<file path="config.mk">
export PLATFORM = sky130hd
export DESIGN_NAME = axi_lite_scratchpad_pro
export DESIGN_NICKNAME = d
export VERILOG_FILES = /design/src/rtl/axi_lite_scratchpad_pro.sv
export SDC_FILE = /design/constraint.sdc
export NUM_CORES = 2
export LEC_CHECK = 0
export ABC_CLOCK_PERIOD_IN_PS = 6800
export BUFFER_PORTS_ARGS = -buffer_cell sky130_fd_sc_hd__buf_2
export CORE_MARGIN = 10
export CORE_UTILIZATION = 49
export DETAILED_ROUTE_END_ITERATION = 16
export PLACE_DENSITY = 0.61
export SYNTH_ARGS = -nofsm -noshare
export SYNTH_HDL_FRONTEND = slang
export SYNTH_HIERARCHICAL = 1
export SYNTH_SLANG_ARGS = --single-unit
</file>
<file path="constraint.sdc">
create_clock -name clk -period 6.8 [get_ports clk]
set_input_delay 0 -clock clk [delete_from_list [all_inputs] [get_ports clk]]
set_output_delay 0 -clock clk [all_outputs]
set_load 0.01 [all_outputs]
</file>
<file path="src/rtl/axi_lite_scratchpad_pro.sv">
// AXI4-Lite scratchpad RAM: flop storage, per-channel request FIFOs,
// byte strobes, SLVERR for addresses past the end of the array, and
// write-first data on a same-cycle, same-word read/write collision.

// Small request FIFO; head is visible the cycle after the push.
module axi_lite_scratchpad_pro_fifo #(
  parameter int WIDTH = 8,
  parameter int DEPTH = 2
) (
  input  logic             clk,
  input  logic             rst_n,
  input  logic             i_push,
  input  logic [WIDTH-1:0] i_data,
  input  logic             i_pop,
  output logic [WIDTH-1:0] o_data,
  output logic             o_valid,
  output logic             o_full
);
  localparam int PTR_W = (DEPTH > 1) ? $clog2(DEPTH) : 1;
  localparam int CNT_W = $clog2(DEPTH + 1);
  localparam logic [PTR_W-1:0] LAST_PTR = PTR_W'(DEPTH - 1);
  localparam logic [CNT_W-1:0] FULL_CNT = CNT_W'(DEPTH);

  logic [WIDTH-1:0] r_mem [DEPTH];
  logic [PTR_W-1:0] r_wrPtr;
  logic [PTR_W-1:0] r_rdPtr;
  logic [CNT_W-1:0] r_count;

  // Pointers wrap at DEPTH, which need not be a power of two.
  function automatic logic [PTR_W-1:0] nextPtr(input logic [PTR_W-1:0] p);
    return (p == LAST_PTR) ? '0 : p + PTR_W'(1);
  endfunction

  assign o_data  = r_mem[r_rdPtr];
  assign o_valid = (r_count != '0);
  assign o_full  = (r_count == FULL_CNT);

  // Entry storage needs no reset: the count decides what is valid.
  always_ff @(posedge clk) begin
    if (i_push) r_mem[r_wrPtr] <= i_data;
  end

  // Pointer and occupancy bookkeeping; push+pop together keeps the count.
  always_ff @(posedge clk or negedge rst_n) begin
    if (!rst_n) begin
      r_wrPtr <= '0;
      r_rdPtr <= '0;
      r_count <= '0;
    end else begin
      if (i_push) r_wrPtr <= nextPtr(r_wrPtr);
      if (i_pop)  r_rdPtr <= nextPtr(r_rdPtr);
      case ({i_push, i_pop})
        2'b10:   r_count <= r_count + CNT_W'(1);
        2'b01:   r_count <= r_count - CNT_W'(1);
        default: r_count <= r_count;
      endcase
    end
  end
endmodule

module axi_lite_scratchpad_pro #(
  parameter int DATA_W        = 32,
  parameter int DEPTH         = 16,
  parameter int ADDR_W        = $clog2(DEPTH * DATA_W / 8) + 1,
  parameter int RD_FIFO_DEPTH = 2,
  parameter int WR_FIFO_DEPTH = 2,
  localparam int STRB_W       = DATA_W / 8
) (
  input  logic              clk,
  input  logic              rst_n,
  input  logic [ADDR_W-1:0] i_axi_awaddr,
  input  logic              i_axi_awvalid,
  output logic              o_axi_awready,
  input  logic [DATA_W-1:0] i_axi_wdata,
  input  logic [STRB_W-1:0] i_axi_wstrb,
  input  logic              i_axi_wvalid,
  output logic              o_axi_wready,
  output logic [1:0]        o_axi_bresp,
  output logic              o_axi_bvalid,
  input  logic              i_axi_bready,
  input  logic [ADDR_W-1:0] i_axi_araddr,
  input  logic              i_axi_arvalid,
  output logic              o_axi_arready,
  output logic [DATA_W-1:0] o_axi_rdata,
  output logic [1:0]        o_axi_rresp,
  output logic              o_axi_rvalid,
  input  logic              i_axi_rready
);
  localparam int OFF_W = $clog2(STRB_W);
  localparam int IDX_W = ADDR_W - OFF_W;
  localparam int LOG_D = $clog2(DEPTH);
  localparam logic [1:0] RESP_OKAY   = 2'b00;
  localparam logic [1:0] RESP_SLVERR = 2'b10;

  logic              r_readyEn;
  logic [DATA_W-1:0] r_mem [DEPTH];
  logic              r_bvalid;
  logic [1:0]        r_bresp;
  logic              r_rvalid;
  logic [1:0]        r_rresp;
  logic [DATA_W-1:0] r_rdata;

  logic              w_awFull, w_wFull, w_arFull;
  logic              w_awValid, w_wValid, w_arValid;
  logic [IDX_W-1:0]  w_awIdx, w_arIdx;
  logic [DATA_W-1:0] w_wData;
  logic [STRB_W-1:0] w_wStrb;
  logic              w_awInRange, w_arInRange;
  logic              w_wrCommit, w_rdIssue;
  logic [DATA_W-1:0] w_wrMerged;
  logic [DATA_W-1:0] w_rdWord;
  logic              w_unusedOffset;

  // Byte offset bits are deliberately dropped: accesses align down to a word.
  assign w_unusedOffset = ^{i_axi_awaddr[OFF_W-1:0], i_axi_araddr[OFF_W-1:0]};

  assign o_axi_awready = r_readyEn & ~w_awFull;
  assign o_axi_wready  = r_readyEn & ~w_wFull;
  assign o_axi_arready = r_readyEn & ~w_arFull;
  assign o_axi_bvalid  = r_bvalid;
  assign o_axi_bresp   = r_bresp;
  assign o_axi_rvalid  = r_rvalid;
  assign o_axi_rresp   = r_rresp;
  assign o_axi_rdata   = r_rdata;

  // Readies stay low through reset and rise on the first edge after it.
  always_ff @(posedge clk or negedge rst_n) begin
    if (!rst_n) r_readyEn <= 1'b0;
    else        r_readyEn <= 1'b1;
  end

  axi_lite_scratchpad_pro_fifo #(.WIDTH(IDX_W), .DEPTH(WR_FIFO_DEPTH)) u_awFifo (
    .clk     (clk),
    .rst_n   (rst_n),
    .i_push  (i_axi_awvalid & o_axi_awready),
    .i_data  (i_axi_awaddr[ADDR_W-1:OFF_W]),
    .i_pop   (w_wrCommit),
    .o_data  (w_awIdx),
    .o_valid (w_awValid),
    .o_full  (w_awFull)
  );

  axi_lite_scratchpad_pro_fifo #(.WIDTH(DATA_W + STRB_W), .DEPTH(WR_FIFO_DEPTH)) u_wFifo (
    .clk     (clk),
    .rst_n   (rst_n),
    .i_push  (i_axi_wvalid & o_axi_wready),
    .i_data  ({i_axi_wstrb, i_axi_wdata}),
    .i_pop   (w_wrCommit),
    .o_data  ({w_wStrb, w_wData}),
    .o_valid (w_wValid),
    .o_full  (w_wFull)
  );

  axi_lite_scratchpad_pro_fifo #(.WIDTH(IDX_W), .DEPTH(RD_FIFO_DEPTH)) u_arFifo (
    .clk     (clk),
    .rst_n   (rst_n),
    .i_push  (i_axi_arvalid & o_axi_arready),
    .i_data  (i_axi_araddr[ADDR_W-1:OFF_W]),
    .i_pop   (w_rdIssue),
    .o_data  (w_arIdx),
    .o_valid (w_arValid),
    .o_full  (w_arFull)
  );

  assign w_awInRange = ~|w_awIdx[IDX_W-1:LOG_D];
  assign w_arInRange = ~|w_arIdx[IDX_W-1:LOG_D];
  assign w_wrCommit  = w_awValid & w_wValid & (~r_bvalid | i_axi_bready);
  assign w_rdIssue   = w_arValid & (~r_rvalid | i_axi_rready);

  // New word for the write target: strobed lanes from W, the rest kept.
  always_comb begin
    w_wrMerged = r_mem[w_awIdx[LOG_D-1:0]];
    for (int i = 0; i < STRB_W; i++) begin
      if (w_wStrb[i]) w_wrMerged[i*8 +: 8] = w_wData[i*8 +: 8];
    end
  end

  // Read word, taking the merged write data when both hit the same word.
  always_comb begin
    w_rdWord = '0;
    if (w_arInRange) begin
      if (w_wrCommit && w_awInRange && (w_awIdx == w_arIdx)) w_rdWord = w_wrMerged;
      else                                                  w_rdWord = r_mem[w_arIdx[LOG_D-1:0]];
    end
  end

  // Storage array, cleared by reset; out-of-range writes are dropped.
  always_ff @(posedge clk or negedge rst_n) begin
    if (!rst_n) begin
      for (int k = 0; k < DEPTH; k++) r_mem[k] <= '0;
    end else if (w_wrCommit && w_awInRange) begin
      r_mem[w_awIdx[LOG_D-1:0]] <= w_wrMerged;
    end
  end

  // Write response register: loads on commit, holds until accepted.
  always_ff @(posedge clk or negedge rst_n) begin
    if (!rst_n) begin
      r_bvalid <= 1'b0;
      r_bresp  <= RESP_OKAY;
    end else if (w_wrCommit) begin
      r_bvalid <= 1'b1;
      r_bresp  <= w_awInRange ? RESP_OKAY : RESP_SLVERR;
    end else if (i_axi_bready) begin
      r_bvalid <= 1'b0;
    end
  end

  // Read response register: loads on issue, holds until accepted.
  always_ff @(posedge clk or negedge rst_n) begin
    if (!rst_n) begin
      r_rvalid <= 1'b0;
      r_rresp  <= RESP_OKAY;
      r_rdata  <= '0;
    end else if (w_rdIssue) begin
      r_rvalid <= 1'b1;
      r_rresp  <= w_arInRange ? RESP_OKAY : RESP_SLVERR;
      r_rdata  <= w_rdWord;
    end else if (i_axi_rready) begin
      r_rvalid <= 1'b0;
    end
  end
endmodule

</file>
**Word-level counts from Yosys, hierarchy flattened**

Memory sizes are Yosys's and may differ from the RTL's.
Cells that the tools add are included.

- Logic and storage cells: 125
- Memories kept: 3
- Output and inout port bits: 41
- Bits in latches: 0
- Memory bits (writable): 92
- Bits of input ports: 57
- Memory bits (read-only): 0
- Register bits: 563

Memory list:

| memory | words | width | rd ports | clocked after memory_dff | wr ports | line | source |
|---|---|---|---|---|---|---|---|
| u_wFifo.r_mem | 2 | 36 | 1 | 0 | 1 | 24 | `logic [WIDTH-1:0] r_mem [DEPTH];` |
| u_arFifo.r_mem | 2 | 5 | 1 | 0 | 1 | 24 |  |
| u_awFifo.r_mem | 2 | 5 | 1 | 0 | 1 | 24 |  |

- Bitwise gates (word level): 18
- Muxes and demuxes: 36
- $add $sub $neg: 12
- Div/mod/pow operators: 0
- Multipliers: 0
- Equality and inequality tests: 10
- Shift-type cells: 0
- $lt $le $gt $ge: 3
- Reduce and logical (&&, ||, !) cells: 12

Operator list:

| kind | number |
|---|---|
| 512-bit bitwise mux | 1 |
| 32-bit binary-select mux with 4-bit select | 2 |
| 32-bit 2-to-1 mux | 7 |
| 32-bit demux with 4-bit select | 1 |
| 8-bit 2-to-1 mux | 4 |
| 1-bit 2-to-1 mux | 16 |
| 2-bit nonzero test | 8 |
| 2-bit equality test, second input constant | 6 |
| 2-bit one-hot mux with 2 select lines | 3 |
| 5-bit >= comparator, second input constant | 2 |
| 4-bit inverter with 5-bit output | 2 |
| 1-bit AND | 9 |
| 1-bit adder, second input constant | 6 |
| 2-bit by 1-bit adder with 2-bit output, second input constant | 3 |
| 2-bit by 1-bit equality test with 1-bit output, second input constant | 3 |
| 2-bit by 1-bit subtractor with 2-bit output, second input constant | 3 |
| 5-bit equality test | 1 |
| 5-bit by 1-bit less-than comparator with 1-bit output, second input constant | 1 |
| 1-bit inverter | 5 |
| 2-bit 2-to-1 mux | 2 |
| 1-bit logical AND | 3 |
| 1-bit bitwise OR | 2 |
| 1-bit zero test | 1 |

**Depth between registers and ports, before layout**

An unclocked memory read counts as a cell.

- Depth in word-level cells: 8
- Depth in mapped cells: 12
- Depth with buffers taken out: 8

**Modules after synthesis**

Netlist, hierarchy kept.

By module, submodules not included:

| module | instances | cells each | area each (um^2) | seq. area each (um^2) |
|---|---|---|---|---|
| axi_lite_scratchpad_pro | 1 | 2169 | 29457.0 | 13738.2 |
| axi_lite_scratchpad_pro_fifo (u_wFifo) | 1 | 128 | 2934.1 | 2262.2 |
| axi_lite_scratchpad_pro_fifo (u_arFifo ...) | 2 | 32 | 550.5 | 400.4 |

**Worst setup path after synthesis**

OpenSTA, ideal clock, no wires.

- Path kind: register -> register
- From: register u_wFifo.r_count[1]
- To: memory u_wFifo/r_mem[0][0] (netlist name) (enable)
- Clock period less this slack: 2.940 ns
- Setup time: 0.429 ns
- Buffers on the path: 0
- Data required time: 6.371 ns
- Arrival time: 2.511 ns
- Path slack: 3.860 ns
- Stages on the path, launching flop included: 6
- Path through: dfrtp_1 nor2b_1 nor2b_1 and2_1 inv_1 nor2_1

- Cells in the longest elaborated chain, start to end: 6

RTL lines:

| item | line | source |
|---|---|---|
| start, declared | 27 | `logic [CNT_W-1:0] r_count;` |
| start signal, assigned | 53 | `2'b10: r_count <= r_count + CNT_W'(1);` |
| start signal, assigned | 54 | `2'b01: r_count <= r_count - CNT_W'(1);` |
| start signal, assigned | 55 | `default: r_count <= r_count;` |
| 2-bit equality test | 36 | `assign o_full = (r_count == FULL_CNT);` |
| net w_wFull | 103 | `logic w_awFull, w_wFull, w_arFull;` |
| 1-bit inverter | 118 | `assign o_axi_wready = r_readyEn & ~w_wFull;` |
| 1-bit AND | 118 |  |
| net o_axi_wready | 77 | `output logic o_axi_wready,` |
| 1-bit AND | 146 | `.i_push (i_axi_wvalid & o_axi_wready),` |
| 1-bit 2-to-1 mux | 40 | `if (i_push) r_mem[r_wrPtr] <= i_data;` |
| 1-bit 2-to-1 mux (not written as such) | 40 |  |
| end, declared | 24 |  |

The timed path passes the listed nets, and every way through them passes these cells.

**Worst setup path in the final report**

- From: register u_awFifo.r_rdPtr
- To: register r_mem[124] (netlist name)

- Cells in the longest elaborated chain, start to end: 7
- Elaborated cells on any way between the ends: 14
- Those cells by class: 2 x order compare; 7 x mux; 1 x bitwise; 3 x reduce/logical; 1 x memory

RTL lines:

| item | line | source |
|---|---|---|
| start, declared | 26 | `logic [PTR_W-1:0] r_rdPtr;` |
| start signal, assigned | 51 | `if (i_pop) r_rdPtr <= nextPtr(r_rdPtr);` |
| memory 2 x 5 bit (*) | n/a |  |
| net w_awIdx[0] | 105 | `logic [IDX_W-1:0] w_awIdx, w_arIdx;` |
| 4-bit inverter with 5-bit output (not written as such) (*) | 172, 192 |  |
| 5-bit >= comparator (not written as such), or another cell as far along | 192 | `r_mem[w_awIdx[LOG_D-1:0]] <= w_wrMerged;` |
| 1-bit logical AND (not written as such) / 32-bit 2-to-1 mux (equally long branches) | 192, 172 |  |
| 32-bit 2-to-1 mux, on equally long branches | 192, 172 |  |
| 32-bit demux with 4-bit select / 8-bit 2-to-1 mux (equally long branches) | 192, 174 |  |
| 512-bit bitwise mux (*) | 192 |  |
| end signal, assigned by index | 192 |  |
| end, declared | 96 | `logic [DATA_W-1:0] r_mem [DEPTH];` |

The timed path passes the listed nets; every way through them passes the cells marked *. The select of a mux whose other input is x is not followed.
A chain may end at the register's enable or synchronous reset.

==> run metrics <==
# IOs 98; Final Hold Viols 1; CTS tree built; status complete, but fails checks; relative slew slack 27.48%; Fmax achieved 0.2285 GHz; Synth cell types 45; routed vias 21810; Reg-to-Reg End r_mem[124]; Syn Inst Count 2361; final setup TNS 0 ns; final weighted congestion in routability-driven placement 0.8165; Layout Nets 2475; min Tclk post-route 4.376 ns; peak supply drop 0.0002727 V; WP data required 7.33 ns; Root Buffer clkbuf_16; Layout fillers 5461; final core utilization 55.39%; antenna cells 0; Die ar. 79210 um^2; Total GRT Usage 25.34%; total gr overflow 0; total core area 67510 um^2; Worst R2R Setup Slack 2.42 ns; Syn Area/Cell 14.19 um^2; Critical Path End Type flop; # clock sinks 653; crit path max fanout 55; post-synthesis xor/xnor area fraction 0.4969%; layout cells sized above 1 43.26%; PwrDens 449.8 nW/um^2; vias in the first global route 22430; row count 95; Fin Hold WS -0.004891 ns; Layout area overhead 11.66%; Warnings, synthesis 6; Pins Over Slew Limit 0; final period utilization 64.35%; Lkg Pwr 0.01653 uW; DRC viols 0; endpoints failing setup 0; reg2reg path depth 8; IO Port Bufs 91; CTS HTree Levels 3; largest family of logic cells by synthesized area multiplexers; failing checks hold timing; hpwl dp 55.90 mm; post-synthesis simple-gate area fraction 4.483%; Max-cap violations 0; die width 281.4 um; pin count of the biggest net entering global routing 144; Starting Density 49.61%; Num CTS Buffers 73; Die Ht 281.4 um; initial antenna violation count 1; Worst-Margin Slew 1.081 ns; DR pass1 iterations 6; Hold Crit Class input port to asynchronous set/reset pin; worst skew pair latency 0.61 ns; Final Skew 0.02298 ns; Setup WS post-layout 2.424 ns; FF-to-FF Start u_awFifo/r_rdPtr; Detailed Route Iter0 Violations 1763; antenna viol nets, final 0; Place WS 2.459 ns; Max clock buf depth 3; CTS Hold Bufs 52; Mapped Area 33490 um^2; first-pass GRT wire length 148.7 mm; via/cell ratio 6.523; RSZ-0062 raised after global routing false; Clk pin slew, worst setup/hold paths 0.06 ns; final WL 100.4 mm; mux contribution to synthesized area 35.76%; crit path DAT 4.91 ns; post-CTS setup buffers 0; adder-cell area share of the yosys netlist 0.1121%; sequential-to-total area share from yosys stat 50.16%; #FFs+latches synth 653; compound-cell area share of the yosys netlist 5.566%; Worst setup SP type flop; WS Path Type flop to flop; wire per inst 30.04 um; post-CTS resize count 0
-- cell families (layout without fill, tap and decap cells) --
family                   Yosys count  in the layout
AND/OR/NAND/NOR                  296            296
XOR/XNOR                          19             19
flip-flops                       653            653
AO/OA/AOI/OAI                    259            259
multiplexers                     910            910
adder cells (fa/ha/maj)            3              3
buffers and inverters            219            328
other                              2              3
-- Yosys cell counts (all sizes together) --
| cell type | instances | area share, % |
|---|---|---|
| nand3 | 2 | 0.030 |
| ha | 3 | 0.11 |
| edfxtp | 92 | 8.2 |
| and2b | 2 | 0.052 |
| o21ai | 17 | 0.25 |
| mux2i | 144 | 4.3 |
| nor4 | 17 | 0.34 |
| nor2 | 27 | 0.30 |
| nor3 | 17 | 0.25 |
| o41a | 16 | 0.54 |
| clkinv | 2 | 0.022 |
| o31a | 16 | 0.42 |
| buf | 142 | 2.5 |
| nor2b | 9 | 0.17 |
| dfrtp | 561 | 42 |
| nand2b | 36 | 0.67 |
| or3 | 2 | 0.037 |
| mux2 | 606 | 21 |
| o211ai | 32 | 0.72 |
| nand2 | 118 | 1.3 |
| a22oi | 64 | 1.4 |
| clkbuf | 72 | 0.81 |
| or2 | 19 | 0.35 |
| o21a | 1 | 0.022 |
| o22ai | 96 | 1.8 |
| or3b | 2 | 0.052 |
| o311a | 1 | 0.030 |
| nand3b | 3 | 0.078 |
| and2 | 8 | 0.15 |
| nand4 | 32 | 0.60 |
| inv | 3 | 0.034 |
| nor3b | 2 | 0.075 |
| mux4 | 160 | 11 |
| a211oi | 16 | 0.36 |
| xor2 | 10 | 0.26 |
| xnor2 | 9 | 0.24 |
| conb | 2 | 0.022 |
-- power breakdown --
group          switching (uW)  internal (uW)
Sequential                912           5220
Combinational            3620           3140
Clock                    1620           2320
-- worst max-delay path, cell delays in order, from the launching register on --
cell and delay, ns:
dfrtp_1 0.50, mux2_8 0.74, buf_4 0.66, nand2b_2 0.49, buf_4 0.55, o22ai_1 0.13, a211oi_1 0.39, o31a_1 0.51
mux2_2 0.25
-- layout by cell type (no fill, tap or decap), drive strengths merged, types with 3 or more instances in the layout --
cell	Yosys	layout
mux2	606	606
dfrtp	561	561
mux4	160	160
mux2i	144	144
buf	142	140
nand2	118	118
clkbuf	72	108
o22ai	96	96
edfxtp	92	92
a22oi	64	64
dlygate4sd3	0	52
nand2b	36	36
nand4	32	32
o211ai	32	32
nor2	27	27
clkinv	2	20
or2	19	19
o21ai	17	17
nor3	17	17
nor4	17	17
o41a	16	16
a211oi	16	16
o31a	16	16
xor2	10	10
xnor2	9	9
nor2b	9	9
and2	8	8
inv	3	6
conb	2	3
ha	3	3
nand3b	3	3
-- state kept, by name, indices dropped and copies added (netlist names), 2 cells and up --
register,count
r_mem,512
u_wFifo/r_mem,72
o_axi_rdata,32
u_arFifo/r_mem,10
u_awFifo/r_mem,10
u_arFifo/r_count,2
u_awFifo/r_count,2
u_wFifo/r_count,2
-- metal layers --
| layer | GRT usage [%] | wire length (um) |
|---|---|---|
| met2 | 39.70 | 46320 |
| met5 | 0 | 0 |
| met4 | 8.981 | 3224 |
| met3 | 5.497 | 8317 |
| met1 | 34.48 | 42580 |
-- layout make-up --
cell class | count | area [um^2] | area share (%)
clock inverter | 23 | 168.9 | 0.4517
timing repair buffer | 192 | 1404 | 3.754
clock buffer | 108 | 2203 | 5.892
tap | 873 | 1092 | 2.921
multi-input combinational | 1490 | 15710 | 42.00
inverter | 5 | 18.77 | 0.05019
sequential | 653 | 16800 | 44.93
-- metrics by stage --
step                cell area, um^2  instances  hold slack [ns]  total power (uW)
finish                        37400       3344        -0.004891             16820
global route                  37400       3344          0.09337             17660
CTS                           37400       3344          0.04775             16820
detailed placement            34500       3161          0.06777             12830
global placement              34500       3161          0.06142             12600
floorplan                     33500       2362          -0.2956             11010
-- worst max-delay path by stage --
stage	startpoint	endpoint	slack, ns	depth (start not counted)
after floorplan	u_wFifo/r_count[1]	u_wFifo/r_mem[0][0]	3.86	5
after global placement	u_awFifo/r_rdPtr	r_mem[508]	2.50	8
after detailed placement	u_awFifo/r_rdPtr	r_mem[476]	2.46	8
after CTS	u_awFifo/r_rdPtr	r_mem[124]	2.41	8
after global routing	u_awFifo/r_rdPtr	r_mem[344]	2.18	8
final	u_awFifo/r_rdPtr	r_mem[124]	2.42	8
(Power assumes the default switching activity.)
